### src/rtl/add_sub_arbiter_pkg.sv
// add_sub_arbiter_pkg
// Shared ALU definitions used by the add/sub arbiter and its arithmetic core.
//   ALU_WIDTH     : native operand width of the ALU datapath
//   OP_ADD/OP_SUB : encoding of the per-requester add/sub select
//   alu_result_t  : bundle of sum, carry out and signed overflow
package add_sub_arbiter_pkg;

    localparam int ALU_WIDTH = 8;

    localparam logic OP_ADD = 1'b0;
    localparam logic OP_SUB = 1'b1;

    typedef struct packed {
        logic [ALU_WIDTH-1:0] s;
        logic                 c_out;
        logic                 ovf;
    } alu_result_t;

endpackage

### src/rtl/add_sub_arbiter_core.sv
// add_sub_core
// Combinational WIDTH-bit ripple-carry adder/subtractor.
//   a, b  : operands
//   a_s   : op select (OP_ADD / OP_SUB); subtract computes a - b
//   s     : sum or difference, modulo 2^WIDTH
//   c_out : carry out of the MSB (for subtract, 1 means no borrow)
//   ovf   : signed overflow (carry into MSB xor carry out of MSB)
module add_sub_core
    import add_sub_arbiter_pkg::*;
#(
    parameter int WIDTH = 8
) (
    input  logic [WIDTH-1:0] a,
    input  logic [WIDTH-1:0] b,
    input  logic             a_s,
    output logic [WIDTH-1:0] s,
    output logic             c_out,
    output logic             ovf
);

    // Subtraction is a + ~b + 1: invert b and inject the select as carry-in.
    // The carry is kept in a single running variable rather than a vector so
    // the chain does not look like a combinational loop; the carry entering
    // the MSB is captured on the way for the overflow flag.
    always_comb begin
        logic             sub;
        logic [WIDTH-1:0] b_eff;
        logic             carry;
        logic             carry_into_msb;
        sub            = (a_s == OP_SUB);
        b_eff          = b ^ {WIDTH{sub}};
        carry          = sub;
        carry_into_msb = 1'b0;
        s              = '0;
        for (int i = 0; i < WIDTH; i++) begin
            if (i == WIDTH - 1) begin
                carry_into_msb = carry;
            end
            s[i]  = a[i] ^ b_eff[i] ^ carry;
            carry = (a[i] & b_eff[i]) | (a[i] & carry) | (b_eff[i] & carry);
        end
        c_out = carry;
        ovf   = carry_into_msb ^ carry;
    end

endmodule

### src/rtl/add_sub_arbiter.sv
// add_sub_arbiter
// Round-robin arbiter sharing one adder/subtractor among N_REQ requesters,
// with a single-entry result register drained by a valid/ready handshake.
//   clk, rst            : clock and asynchronous active-high reset
//   req, a_s            : per-requester request level and add/sub select
//   a_bus, b_bus        : packed operands, requester i at [i*WIDTH +: WIDTH]
//   gnt                 : combinational one-hot grant
//   res_valid/res_ready : result handshake
//   res_s, res_c_out, res_ovf, res_tag : registered result and its origin
module add_sub_arbiter
    import add_sub_arbiter_pkg::*;
#(
    parameter  int N_REQ = 4,
    parameter  int WIDTH = 8,
    localparam int TAG_W = $clog2(N_REQ)
) (
    input  logic                   clk,
    input  logic                   rst,
    input  logic [N_REQ-1:0]       req,
    input  logic [N_REQ-1:0]       a_s,
    input  logic [N_REQ*WIDTH-1:0] a_bus,
    input  logic [N_REQ*WIDTH-1:0] b_bus,
    output logic [N_REQ-1:0]       gnt,
    output logic                   res_valid,
    input  logic                   res_ready,
    output logic [WIDTH-1:0]       res_s,
    output logic                   res_c_out,
    output logic                   res_ovf,
    output logic [TAG_W-1:0]       res_tag
);

    logic [TAG_W-1:0] ptr;
    logic [TAG_W-1:0] grant_idx;
    logic [TAG_W-1:0] ptr_next;
    logic             grant_any;
    logic             slot_free;
    logic [WIDTH-1:0] a_sel;
    logic [WIDTH-1:0] b_sel;
    logic             a_s_sel;
    logic [WIDTH-1:0] core_s;
    logic             core_c_out;
    logic             core_ovf;

    assign slot_free = !res_valid || res_ready;

    // Round-robin search: walk upward from ptr, wrapping at N_REQ-1, and take
    // the first requester with req set. Nothing is granted while the output
    // slot is blocked or while reset is held. The grant depends only on req
    // and the slot state, never on operands.
    always_comb begin
        int idx;
        gnt       = '0;
        grant_idx = '0;
        grant_any = 1'b0;
        idx       = 0;
        if (slot_free && !rst) begin
            for (int k = 0; k < N_REQ; k++) begin
                idx = int'(ptr) + k;
                if (idx >= N_REQ) begin
                    idx = idx - N_REQ;
                end
                if (!grant_any && req[idx]) begin
                    grant_any = 1'b1;
                    grant_idx = TAG_W'(idx);
                    gnt[idx]  = 1'b1;
                end
            end
        end
    end

    // The pointer moves to the requester just after the winner, wrapping
    // explicitly so non-power-of-two N_REQ also behaves.
    always_comb begin
        if (grant_idx == TAG_W'(N_REQ - 1)) begin
            ptr_next = '0;
        end else begin
            ptr_next = grant_idx + TAG_W'(1);
        end
    end

    // Operand mux feeding the single shared core with the winner's inputs.
    always_comb begin
        a_sel   = a_bus[int'(grant_idx)*WIDTH +: WIDTH];
        b_sel   = b_bus[int'(grant_idx)*WIDTH +: WIDTH];
        a_s_sel = a_s[grant_idx];
    end

    add_sub_core #(
        .WIDTH (WIDTH)
    ) u_core (
        .a     (a_sel),
        .b     (b_sel),
        .a_s   (a_s_sel),
        .s     (core_s),
        .c_out (core_c_out),
        .ovf   (core_ovf)
    );

    // Output register and pointer. A grant only happens when the slot is
    // free, so loading on a grant also covers the accept-and-reload case with
    // no bubble. An accept with no grant just drops valid; data is kept.
    always_ff @(posedge clk or posedge rst) begin
        if (rst) begin
            ptr       <= '0;
            res_valid <= 1'b0;
            res_s     <= '0;
            res_c_out <= 1'b0;
            res_ovf   <= 1'b0;
            res_tag   <= '0;
        end else if (grant_any) begin
            ptr       <= ptr_next;
            res_valid <= 1'b1;
            res_s     <= core_s;
            res_c_out <= core_c_out;
            res_ovf   <= core_ovf;
            res_tag   <= grant_idx;
        end else if (res_valid && res_ready) begin
            res_valid <= 1'b0;
        end
    end

endmodule

### config.mk
export PLATFORM = sky130hd
export DESIGN_NAME = add_sub_arbiter
export DESIGN_NICKNAME = d
export VERILOG_FILES = /design/src/rtl/add_sub_arbiter_pkg.sv /design/src/rtl/add_sub_arbiter_core.sv /design/src/rtl/add_sub_arbiter.sv
export SDC_FILE = /design/constraint.sdc
export NUM_CORES = 1
export LEC_CHECK = 0
export ABC_AREA = 1
export BUFFER_PORTS_ARGS = -buffer_cell sky130_fd_sc_hd__buf_2
export CAP_MARGIN = 10
export CORE_MARGIN = 4
export CORE_UTILIZATION = 35
export DETAILED_ROUTE_END_ITERATION = 10
export GPL_TIMING_DRIVEN = 0
export SYNTH_ARGS = -nofsm -noshare
export SYNTH_HDL_FRONTEND = slang
export SYNTH_SLANG_ARGS = --single-unit
### constraint.sdc
create_clock -name clk -period 5.9 [get_ports clk]
set_clock_uncertainty 0.15 [all_clocks]
set_input_delay 1.18 -clock clk [delete_from_list [all_inputs] [get_ports clk]]
set_output_delay 1.18 -clock clk [all_outputs]
set_load 0.005 [all_outputs]
=== Yosys cells after proc, flatten, opt, wreduce, memory -nomap -nowiden ===
Cells that the tools add are included.

* Register bits: 15
* Bits of input ports: 75
* Output and inout bits: 17
* Logic and storage cells: 161

* Add/sub/neg operators: 8
* Order comparisons: 13
* Eq/ne operators: 1
* Shift-type cells: 2
* Multiplexer cells: 54
* Bitwise logic cells: 61
* Reductions and logical operators: 16

{| class="wikitable"
|+ Operators with widths
! kind !! number
|-
| 32-bit two-way mux || 8
|-
| 32-bit by 1-bit greater-or-equal comparator with 1-bit output, second input constant || 4
|-
| 32-bit by 4-bit < comparator with 1-bit output, second input constant || 4
|-
| 32-bit by 6-bit variable part select with 8-bit output || 2
|-
| 4-bit two-way mux || 8
|-
| 1-bit bitwise AND || 24
|-
| 1-bit two-way mux || 23
|-
| 1-bit bitwise XOR || 17
|-
| 1-bit OR || 16
|-
| 2-bit two-way mux || 6
|-
| 4-bit OR || 3
|-
| 3-bit by 3-bit subtractor with 4-bit output, second input constant || 3
|-
| 1-bit binary-select mux with 2-bit select || 5
|-
| 3-bit greater-or-equal comparator, second input constant || 3
|-
| 1-bit logical AND || 9
|-
| 1-bit demux with 2-bit select || 4
|-
| 8-bit bitwise XOR || 1
|-
| 2-bit by 2-bit adder with 3-bit output, second input constant || 2
|-
| 1-bit logical NOT || 5
|-
| 2-bit by 3-bit subtractor with 4-bit output, second input constant || 1
|-
| 2-bit by 1-bit adder with 3-bit output, second input constant || 1
|-
| 2-bit by 3-bit greater-or-equal comparator with 1-bit output, second input constant || 1
|-
| 2-bit by 3-bit < comparator with 1-bit output, second input constant || 1
|-
| 2-bit by 1-bit adder with 2-bit output, second input constant || 1
|-
| 3 further kinds || 3
|}

=== Depth between registers and ports, before layout ===
Gate-level depths: netlist of run 1.

* Word-level depth: 49
* Depth in mapped cells: 28
* Mapped depth without buffers: 26

=== Cells and area by module ===
From an unflattened synthesis of run 1, not the netlist that was laid out.

* Cells, all modules: 393
* Area total of the unflattened synthesis: 2348.5 µm²

{| class="wikitable"
|+ By module, submodules not included
! module !! times used !! cells each !! area each (µm²) !! seq. area each (µm²)
|-
| add_sub_arbiter || 1 || 333 || 1994.4 || 375.4
|-
| add_sub_core || 1 || 60 || 354.1 || 0.0
|}

=== Least setup slack after synthesis of run 1 ===
OpenSTA, ideal clock, no wires.

* Path kind: input -> register
* Start: input req[3]
* End: register res_s[7]
* Library setup time: 117 ps
* Data arrival time: 5192 ps
* Data required time: 5633 ps
* Path slack: 442 ps
* Stages on the path: 25
* Path buffers: 3
* Cell sequence: inv_1 nand2_1 nand3_2 nand2_4 inv_4 nand4_1 nand2_2 inv_2 nand2_4 buf_6 buf_6 buf_6 nand2_1 a31oi_1 fa_1 inv_1 fa_1 fa_1 fa_1 fa_1 fa_1 inv_1 fa_1 nand2_1 nand2_1

* Longest elaborated chain between the ends: 42
* Elaborated cells on any way between the ends: 73
* Classes of those cells: 2 x shift; 27 x mux; 38 x bitwise; 6 x reduce/logical

{| class="wikitable"
|+ RTL lines
! item !! line !! RTL
|-
| start, declared || add_sub_arbiter.sv:19 || <nowiki>input logic [N_REQ-1:0] req,</nowiki>
|-
| 1-bit binary-select mux with 2-bit select || add_sub_arbiter.sv:62 || <nowiki>if (!grant_any && req[idx]) begin</nowiki>
|-
| 1-bit two-way mux (implied by the code) (2 in a row) || add_sub_arbiter.sv:62 ||
|-
| 1-bit two-way mux || add_sub_arbiter.sv:62 ||
|-
| 1-bit two-way mux || add_sub_arbiter.sv:56 || <nowiki>if (slot_free && !rst) begin</nowiki>
|-
| 1-bit logical NOT || add_sub_arbiter.sv:62 ||
|-
| 1-bit logical AND || add_sub_arbiter.sv:62 ||
|-
| 1-bit two-way mux || add_sub_arbiter.sv:62 ||
|-
| 1-bit two-way mux || add_sub_arbiter.sv:56 ||
|-
| (+3 left out) || n/a ||
|-
| 1-bit two-way mux || add_sub_arbiter.sv:56 ||
|-
| 1-bit logical NOT || add_sub_arbiter.sv:62 ||
|-
| 1-bit logical AND || add_sub_arbiter.sv:62 ||
|-
| 2-bit two-way mux * || add_sub_arbiter.sv:62 ||
|-
| 2-bit two-way mux * || add_sub_arbiter.sv:56 ||
|-
| branches (longest 24 deep; another with 32-bit by 6-bit variable part select with 8-bit output) || n/a ||
|-
| 1-bit bitwise XOR * || add_sub_arbiter_core.sv:39 || <nowiki>s[i] = a[i] ^ b_eff[i] ^ carry;</nowiki>
|-
| net core_s[7] || add_sub_arbiter.sv:40 || <nowiki>logic [WIDTH-1:0] core_s;</nowiki>
|-
| end signal, assigned || add_sub_arbiter.sv:113 || <nowiki>res_s <= core_s;</nowiki>
|-
| end, declared || add_sub_arbiter.sv:26 || <nowiki>output logic [WIDTH-1:0] res_s,</nowiki>
|}

Mark *: on every way through the listed nets, which the timed path passes. The select of a mux whose other input is x is not followed.
A chain may end at the register's enable or synchronous reset.

=== Worst setup path in the final report of run 1 ===
Same ends and word-level chain as after synthesis.

==> summary.md, run 1 <==
| Metric | Value |
|---|---|
| Share of cells above drive strength 1 | 32.0% |
| Post-synth EDFFs | 0 |
| Most frequent cells in the layout | nand2_1 (142), buf_2 (95), nand3_1 (38) |
| Root cell of the clock tree | clkbuf_8 |
| Post-route insts no fill | 516 |
| RSZ-0062 raised after global routing | no |
| Largest net degree at the start of global routing | 16 |
| Vias in the first global route | 2239 |
| Leading post-synthesis cells by cell area | nand2_1 (26%), dfrtp_1 (18%), nand3_1 (9.2%) |
| Worst Path Max Fanout | 10 |
| Netlist cell types | 33 |
| Number of CTS-inserted buffers | 3 |
| Antenna viol nets, final | 0 |
| Worst reg-to-reg path cell count | 26 |
| Initial Util | 36.9% |
| Syn Inst Count | 343 |
| Yosys warns | 0 |
| Final instance area | 2750 µm² |
| Slew margin rel. | 62.5% |
| Net Count, Synth | 429 |
| Hold Path Class | reg2reg |
| Period minus WS final | 5.59 ns |
| Clk pin slew, worst setup/hold paths | 0.06 ns |
| Antenna violations before repair | 0 |
| Htree depth | 1 |
| Leak pwr | 1.63 nW |
| Max-cap violations | 0 |
| Comb pwr share | 83.8% |
| Leading cell type in the layout, fill and taps excluded | nand2_1 |
| Nets | 531 |
| Die Width | 84.9 µm |
| Share of the synthesized area in the top cell type | 25.7% |
| Worst skew pair latency | 0.24 ns |
| Setup TNS | 0 ns |
| CTS tree | built |
| Via density | 4.66 |
| GPL Wtd Cong | 0.850 |
| Area grow syn2layout | 32.9% |
| # IOs | 92 |
| Sequential share of the synthesized area | 18.1% |
| All-layer global routing usage | 16.8% |
| Row cnt | 27 |
| Avg Inst Size Synth | 6.04 µm² |
| Asr flop ratio synth | 100% |
| Hold depth | 2 |
| Mapped cell area | 2070 µm² |
| HPWL after detailed placement | 5000 µm |
| Hold Fails Final Rpt | 0 |
| Die ar. | 7210 µm² |
| Port bufs | 91 |
| Worst Path Required | 5.89 ns |
| First-pass GRT wire length | 10200 µm |
| Flop pwr share | 11.4% |
| Pwr dens | 617 nW/µm² |
| Psw | 0.000921 W |
| Core area | 5610 µm² |
| WHS | 0.328 ns |
| Total Routed Length | 6170 µm |
| DR iter-0 viols | 89 |
| CP Data Arrival Time | 5.58 ns |
| Final Setup Violations | 0 |
| Placed cell count | 506 |
| Router iterations before antenna repair | 4 |
| Placed Area | 2620 µm² |
| Area leader, netlist | nand2_1 |
| Int Power | 0.000778 W |
| Startpoint types | input pin |
| Peak VDD IR | 0.265 mV |
| Max Fclk | 179 MHz |
| DR DRC count | 0 |
| Die H | 84.9 µm |
| Total power | 0.00170 W |
| Clock Power Share | 4.8% |
| Final global-route overflow total | 0 |
| Least-Margin Pin Slew | 0.561 ns |
| Via count | 2407 |
| Tcrit/Tclk final | 94.8% |
| Most used DFF post-synth | dfrtp_1 |
| CP Class | in2reg |
| WL/cell | 12.0 µm |
| CP Capture Type | register |
| Post-synthesis register bit count | 15 |
| Clock sinks | 15 |
| Longest Clk Path Bufs | 2 |
| Switch share | 54.2% |
| Ant. Diodes | 0 |
| Status | finished, final reports clean |
| Fin. max-slew vios | 0 |
## layer usage
| metal | part of all wire (%) | GRT usage [%] |
|---|---|---|
| met1 | 48 | 25.0 |
| met2 | 45 | 25.9 |
| met3 | 5.7 | 2.43 |
| met4 | 0.31 | 3.02 |
| met5 | 0 | 0 |
## final timing paths
path                          start        to  slack [ns]
max                          req[3]  res_s[7]        0.31
min                        res_s[3]  res_s[3]        0.33
max reg2reg                  ptr[1]  res_s[7]        0.42
min reg2reg                res_s[3]  res_s[3]        0.33
max in group asynchronous       rst    ptr[1]        4.39
min in group asynchronous       rst   res_ovf        0.84
## synth_stat cells, types with 2 or more instances
cell type	instances
nand3_2	2
a31oi_1	2
nand2_2	8
inv_2	2
o211ai_1	2
buf_4	3
ha_1	4
nand2_4	3
buf_2	5
a21oi_2	3
dfrtp_1	15
a21oi_1	7
buf_6	5
o21ai_1	9
nor2_1	13
o22ai_1	4
nand2_1	142
inv_1	36
nand3_1	38
clkbuf_1	2
o21ai_2	3
nand3b_1	5
fa_1	7
o21ai_0	14
## power by group through the flow
stage	Sequential, W	Clock [W]	Combinational, W
after floorplan	0.000195	0	0.00101
after global placement	0.000195	0	0.00132
after detailed placement	0.000195	0	0.00134
after CTS	0.000194	0.0000824	0.00134
after global routing	0.000200	0.0000882	0.00165
final	0.000193	0.0000816	0.00142
## worst max-delay path, cell delays in order
cell,delay [ns]
buf_2,0.11
inv_1,0.05
nand2_1,0.07
nand3_2,0.11
nand2_4,0.09
inv_4,0.09
nand4_1,0.10
nand2_2,0.13
inv_2,0.08
nand2_4,0.06
buf_6,0.14
buf_6,0.16
buf_6,0.15
nand2_1,0.10
a31oi_4,0.18
fa_1,0.18
inv_1,0.05
fa_1,0.38
fa_2,0.36
fa_1,0.40
fa_1,0.39
fa_1,0.41
inv_1,0.09
fa_1,0.42
nand2_1,0.08
nand2_1,0.04
## registers in the layout (all words and copies together) (netlist names)
register   count
res_tag        2
res_valid      1
res_c_out      1
res_s          8
res_ovf        1
ptr            2
## final cells by class
cell class	instances	area (µm²)
Inverter	40	158
Multi-Input combinational cell	273	1470
Tap cell	72	90.1
Buffer	15	114
Clock buffer	4	45.0
Timing Repair Buffer	97	500
Sequential cell	15	375
Fill cell	605	2850
## cell families (layout without fill, tap and decap cells)
kind of cell	Yosys count	in the layout	share of synthesized area, %
buffers and inverters	55	156	13.0
and+or+nand+nor	214	214	45.5
AOI/OAI and AO/OA	47	47	13.8
DFF	15	15	18.1
xor gates and xnor gates	1	1	0.423
adders and majority gates	11	11	9.18
## metrics by stage
step,setup WS [ns],util (%)
after floorplan,0.442,-
after detailed placement,-0.0715,46.7
after global placement,-0.0679,46.7
final,0.305,49.1
after global routing,0.0107,49.1
after CTS,0.180,47.5
## timing repair
action	4_1_cts	5_1_grt
hold buffers	0	0
gates resized for setup	0	8
setup endpoints to repair	0	2
setup buffers	0	6
No activity file was read; power rests on OpenSTA's default activity.
==> run 2: changes to the inputs <==
--- a/config.mk
+++ b/config.mk
@@ -10,8 +10,10 @@
 export CAP_MARGIN = 10
 export CORE_MARGIN = 4
 export CORE_UTILIZATION = 35
+export CTS_BUF_LIST = sky130_fd_sc_hd__clkbuf_8
 export DETAILED_ROUTE_END_ITERATION = 10
 export GPL_TIMING_DRIVEN = 0
+export SKIP_LAST_GASP = 1
 export SYNTH_ARGS = -nofsm -noshare
 export SYNTH_HDL_FRONTEND = slang
 export SYNTH_SLANG_ARGS = --single-unit
==> run 2 against run 1 <==
- total power down 0.18%
- die area unchanged
- register-to-register slack about the same
- non-clock buffer count unchanged
- critical path depth unchanged
- critical path type unchanged
==> summary.md, run 2 (same netlist as run 1, synthesis figures left out) <==
| Metric | Value |
|---|---|
| Antenna viol nets, final | 0 (unchanged) |
| Max-cap violations | 0 (unchanged) |
| Clock sinks | 15 (unchanged) |
| WL/cell | 11.9 µm (-0.15%) |
| Worst Path Required | 5.89 ns (about the same) |
| Max Fclk | 179 MHz (about the same) |
| Share of cells above drive strength 1 | 32.0% (unchanged) |
| Clock Power Share | 4.7% (about the same) |
| Post-route insts no fill | 516 (unchanged) |
| CP Capture Type | register |
| Antenna violations before repair | 0 (unchanged) |
| All-layer global routing usage | 16.8% (unchanged) |
| Core area | 5610 µm² (unchanged) |
| Tcrit/Tclk final | 94.8% (about the same) |
| Total Routed Length | 6160 µm (-0.15%) |
| Via density | 4.68 (+0.42%) |
| First-pass GRT wire length | 10200 µm (unchanged) |
| Initial Util | 36.9% (unchanged) |
| Worst Path Max Fanout | 10 (unchanged) |
| Psw | 0.000920 W (-0.13%) |
| DR DRC count | 0 (unchanged) |
| Row cnt | 27 (unchanged) |
| Router iterations before antenna repair | 4 (unchanged) |
| Period minus WS final | 5.59 ns (-0.00134 ns) |
| Die Width | 84.9 µm (unchanged) |
| Int Power | 0.000777 W (-0.23%) |
| Via count | 2417 (+0.42%) |
| Number of CTS-inserted buffers | 3 (unchanged) |
| Most frequent cells in the layout | nand2_1 (142), buf_2 (95), nand3_1 (38) |
| GPL Wtd Cong | 0.850 (unchanged) |
| Die ar. | 7210 µm² (unchanged) |
| Longest Clk Path Bufs | 2 (unchanged) |
| Vias in the first global route | 2239 (unchanged) |
| Final global-route overflow total | 0 (unchanged) |
| Largest net degree at the start of global routing | 16 (unchanged) |
| Fillers | 605 (unchanged) |
| Hold Path Class | reg2reg |
| CTS tree | built |
| Status | finished, final reports clean |
| Area grow syn2layout | 32.9% (unchanged) |
| Worst skew pair latency | 0.24 ns (about the same) |
| Hold Fails Final Rpt | 0 (unchanged) |
| DR iter-0 viols | 89 (unchanged) |
| Peak VDD IR | 0.265 mV (-0.10%) |
| Leak pwr | 1.63 nW (+0.26%) |
| HPWL after detailed placement | 5000 µm (unchanged) |
| Leading cell type in the layout, fill and taps excluded | nand2_1 |
| Flop pwr share | 11.4% (about the same) |
| Ant. Diodes | 0 (unchanged) |
| RSZ-0062 raised after global routing | no |
| Nets | 531 (unchanged) |
| Setup TNS | 0 ns (unchanged) |
| Final Setup Violations | 0 (unchanged) |
| # IOs | 92 (unchanged) |
| Die H | 84.9 µm (unchanged) |
| Comb pwr share | 83.9% (about the same) |
| Least-Margin Pin Slew | 0.562 ns (+0.000578 ns) |
| Startpoint types | input pin |
| Clk pin slew, worst setup/hold paths | 0.06 ns (about the same) |
| Pwr dens | 616 nW/µm² (-0.18%) |
| Htree depth | 1 (unchanged) |
| Biggest register | res_s |
| Root cell of the clock tree | clkbuf_8 |
| Max reg flops | 8 (unchanged) |
| WHS | 0.328 ns (-0.0000620 ns) |
| Fin. max-slew vios | 0 (unchanged) |
| CP Class | in2reg |
| CP Data Arrival Time | 5.58 ns (about the same) |
| Switch share | 54.2% (about the same) |
| Placed cell count | 506 (unchanged) |
| Hold-fix buffers, CTS | 0 (unchanged) |
| Port bufs | 91 (unchanged) |
| Biggest regs | res_s x8, ptr x2, res_tag x2 |
| Slew margin rel. | 62.5% (about the same) |
## run 2: layer usage
metal	GRT usage, %	vias to the layer above	wire length (µm)
li1	-	1285	-
met1	25.0	1059	2990
met2	25.9	71	2810
met3	2.43	2	340
met4	3.02	0	19
met5	0	-	0
## run 2: area by class of cell
cell class | count | area (µm²) | share of cell area (%)
multi-input combinational | 273 | 1470 | 53.4
timing repair buffer | 97 | 500 | 18.2
sequential | 15 | 375 | 13.6
inverter | 40 | 158 | 5.72
buffer | 15 | 114 | 4.13
tap | 72 | 90.1 | 3.27
clock buffer | 3 | 41.3 | 1.50
clock inverter | 1 | 3.75 | 0.136
## run 2: power groups by stage
stage | Combinational [W] | Clock [W] | Sequential (W)
2_1_floorplan | 0.00101 | 0 | 0.000195
3_3_place_gp | 0.00132 | 0 | 0.000195
3_5_place_dp | 0.00134 | 0 | 0.000195
4_1_cts | 0.00134 | 0.0000807 | 0.000194
5_1_grt | 0.00165 | 0.0000865 | 0.000200
6_report | 0.00142 | 0.0000798 | 0.000193
## run 2: timing repair
action,in CTS,in global routing
setup endpoints to repair,0,2
buffers inserted,0,6
gates resized for setup,0,8
## run 2: critical path, stage by stage
cell and delay (ns):
buf_2 0.11, inv_1 0.05, nand2_1 0.07, nand3_2 0.11, nand2_4 0.09, inv_4 0.09, nand4_1 0.10, nand2_2 0.13
inv_2 0.08, nand2_4 0.06, buf_6 0.14, buf_6 0.16, buf_6 0.15, nand2_1 0.10, a31oi_4 0.18, fa_1 0.18
inv_1 0.05, fa_1 0.38, fa_2 0.36, fa_1 0.40, fa_1 0.39, fa_1 0.41, inv_1 0.09, fa_1 0.42
nand2_1 0.08, nand2_1 0.04
## run 2: final timing paths
| kind | start | to | slack (ns) | cells past startpoint |
|---|---|---|---|---|
| worst min-delay path | res_s[3] | res_s[3] | 0.33 | 2 |
| worst max register to register | ptr[1] | res_s[7] | 0.41 | 26 |
| worst max-delay path | req[3] | res_s[7] | 0.31 | 26 |
| worst min register to register | res_s[3] | res_s[3] | 0.33 | 2 |
| max in group asynchronous | rst | ptr[1] | 4.39 | 2 |
| min in group asynchronous | rst | res_ovf | 0.84 | 2 |
## run 2: stage by stage
stage / setup slack, ns / total power [W] / utilization (%) / area (µm²)
2_1_floorplan: 0.442 / 0.00120 / - / 2070
3_3_place_gp: -0.0679 / 0.00151 / 46.7 / 2620
3_5_place_dp: -0.0715 / 0.00153 / 46.7 / 2620
4_1_cts: 0.180 / 0.00162 / 47.5 / 2660
5_1_grt: 0.0107 / 0.00194 / 49.1 / 2750
6_report: 0.307 / 0.00170 / 49.1 / 2750
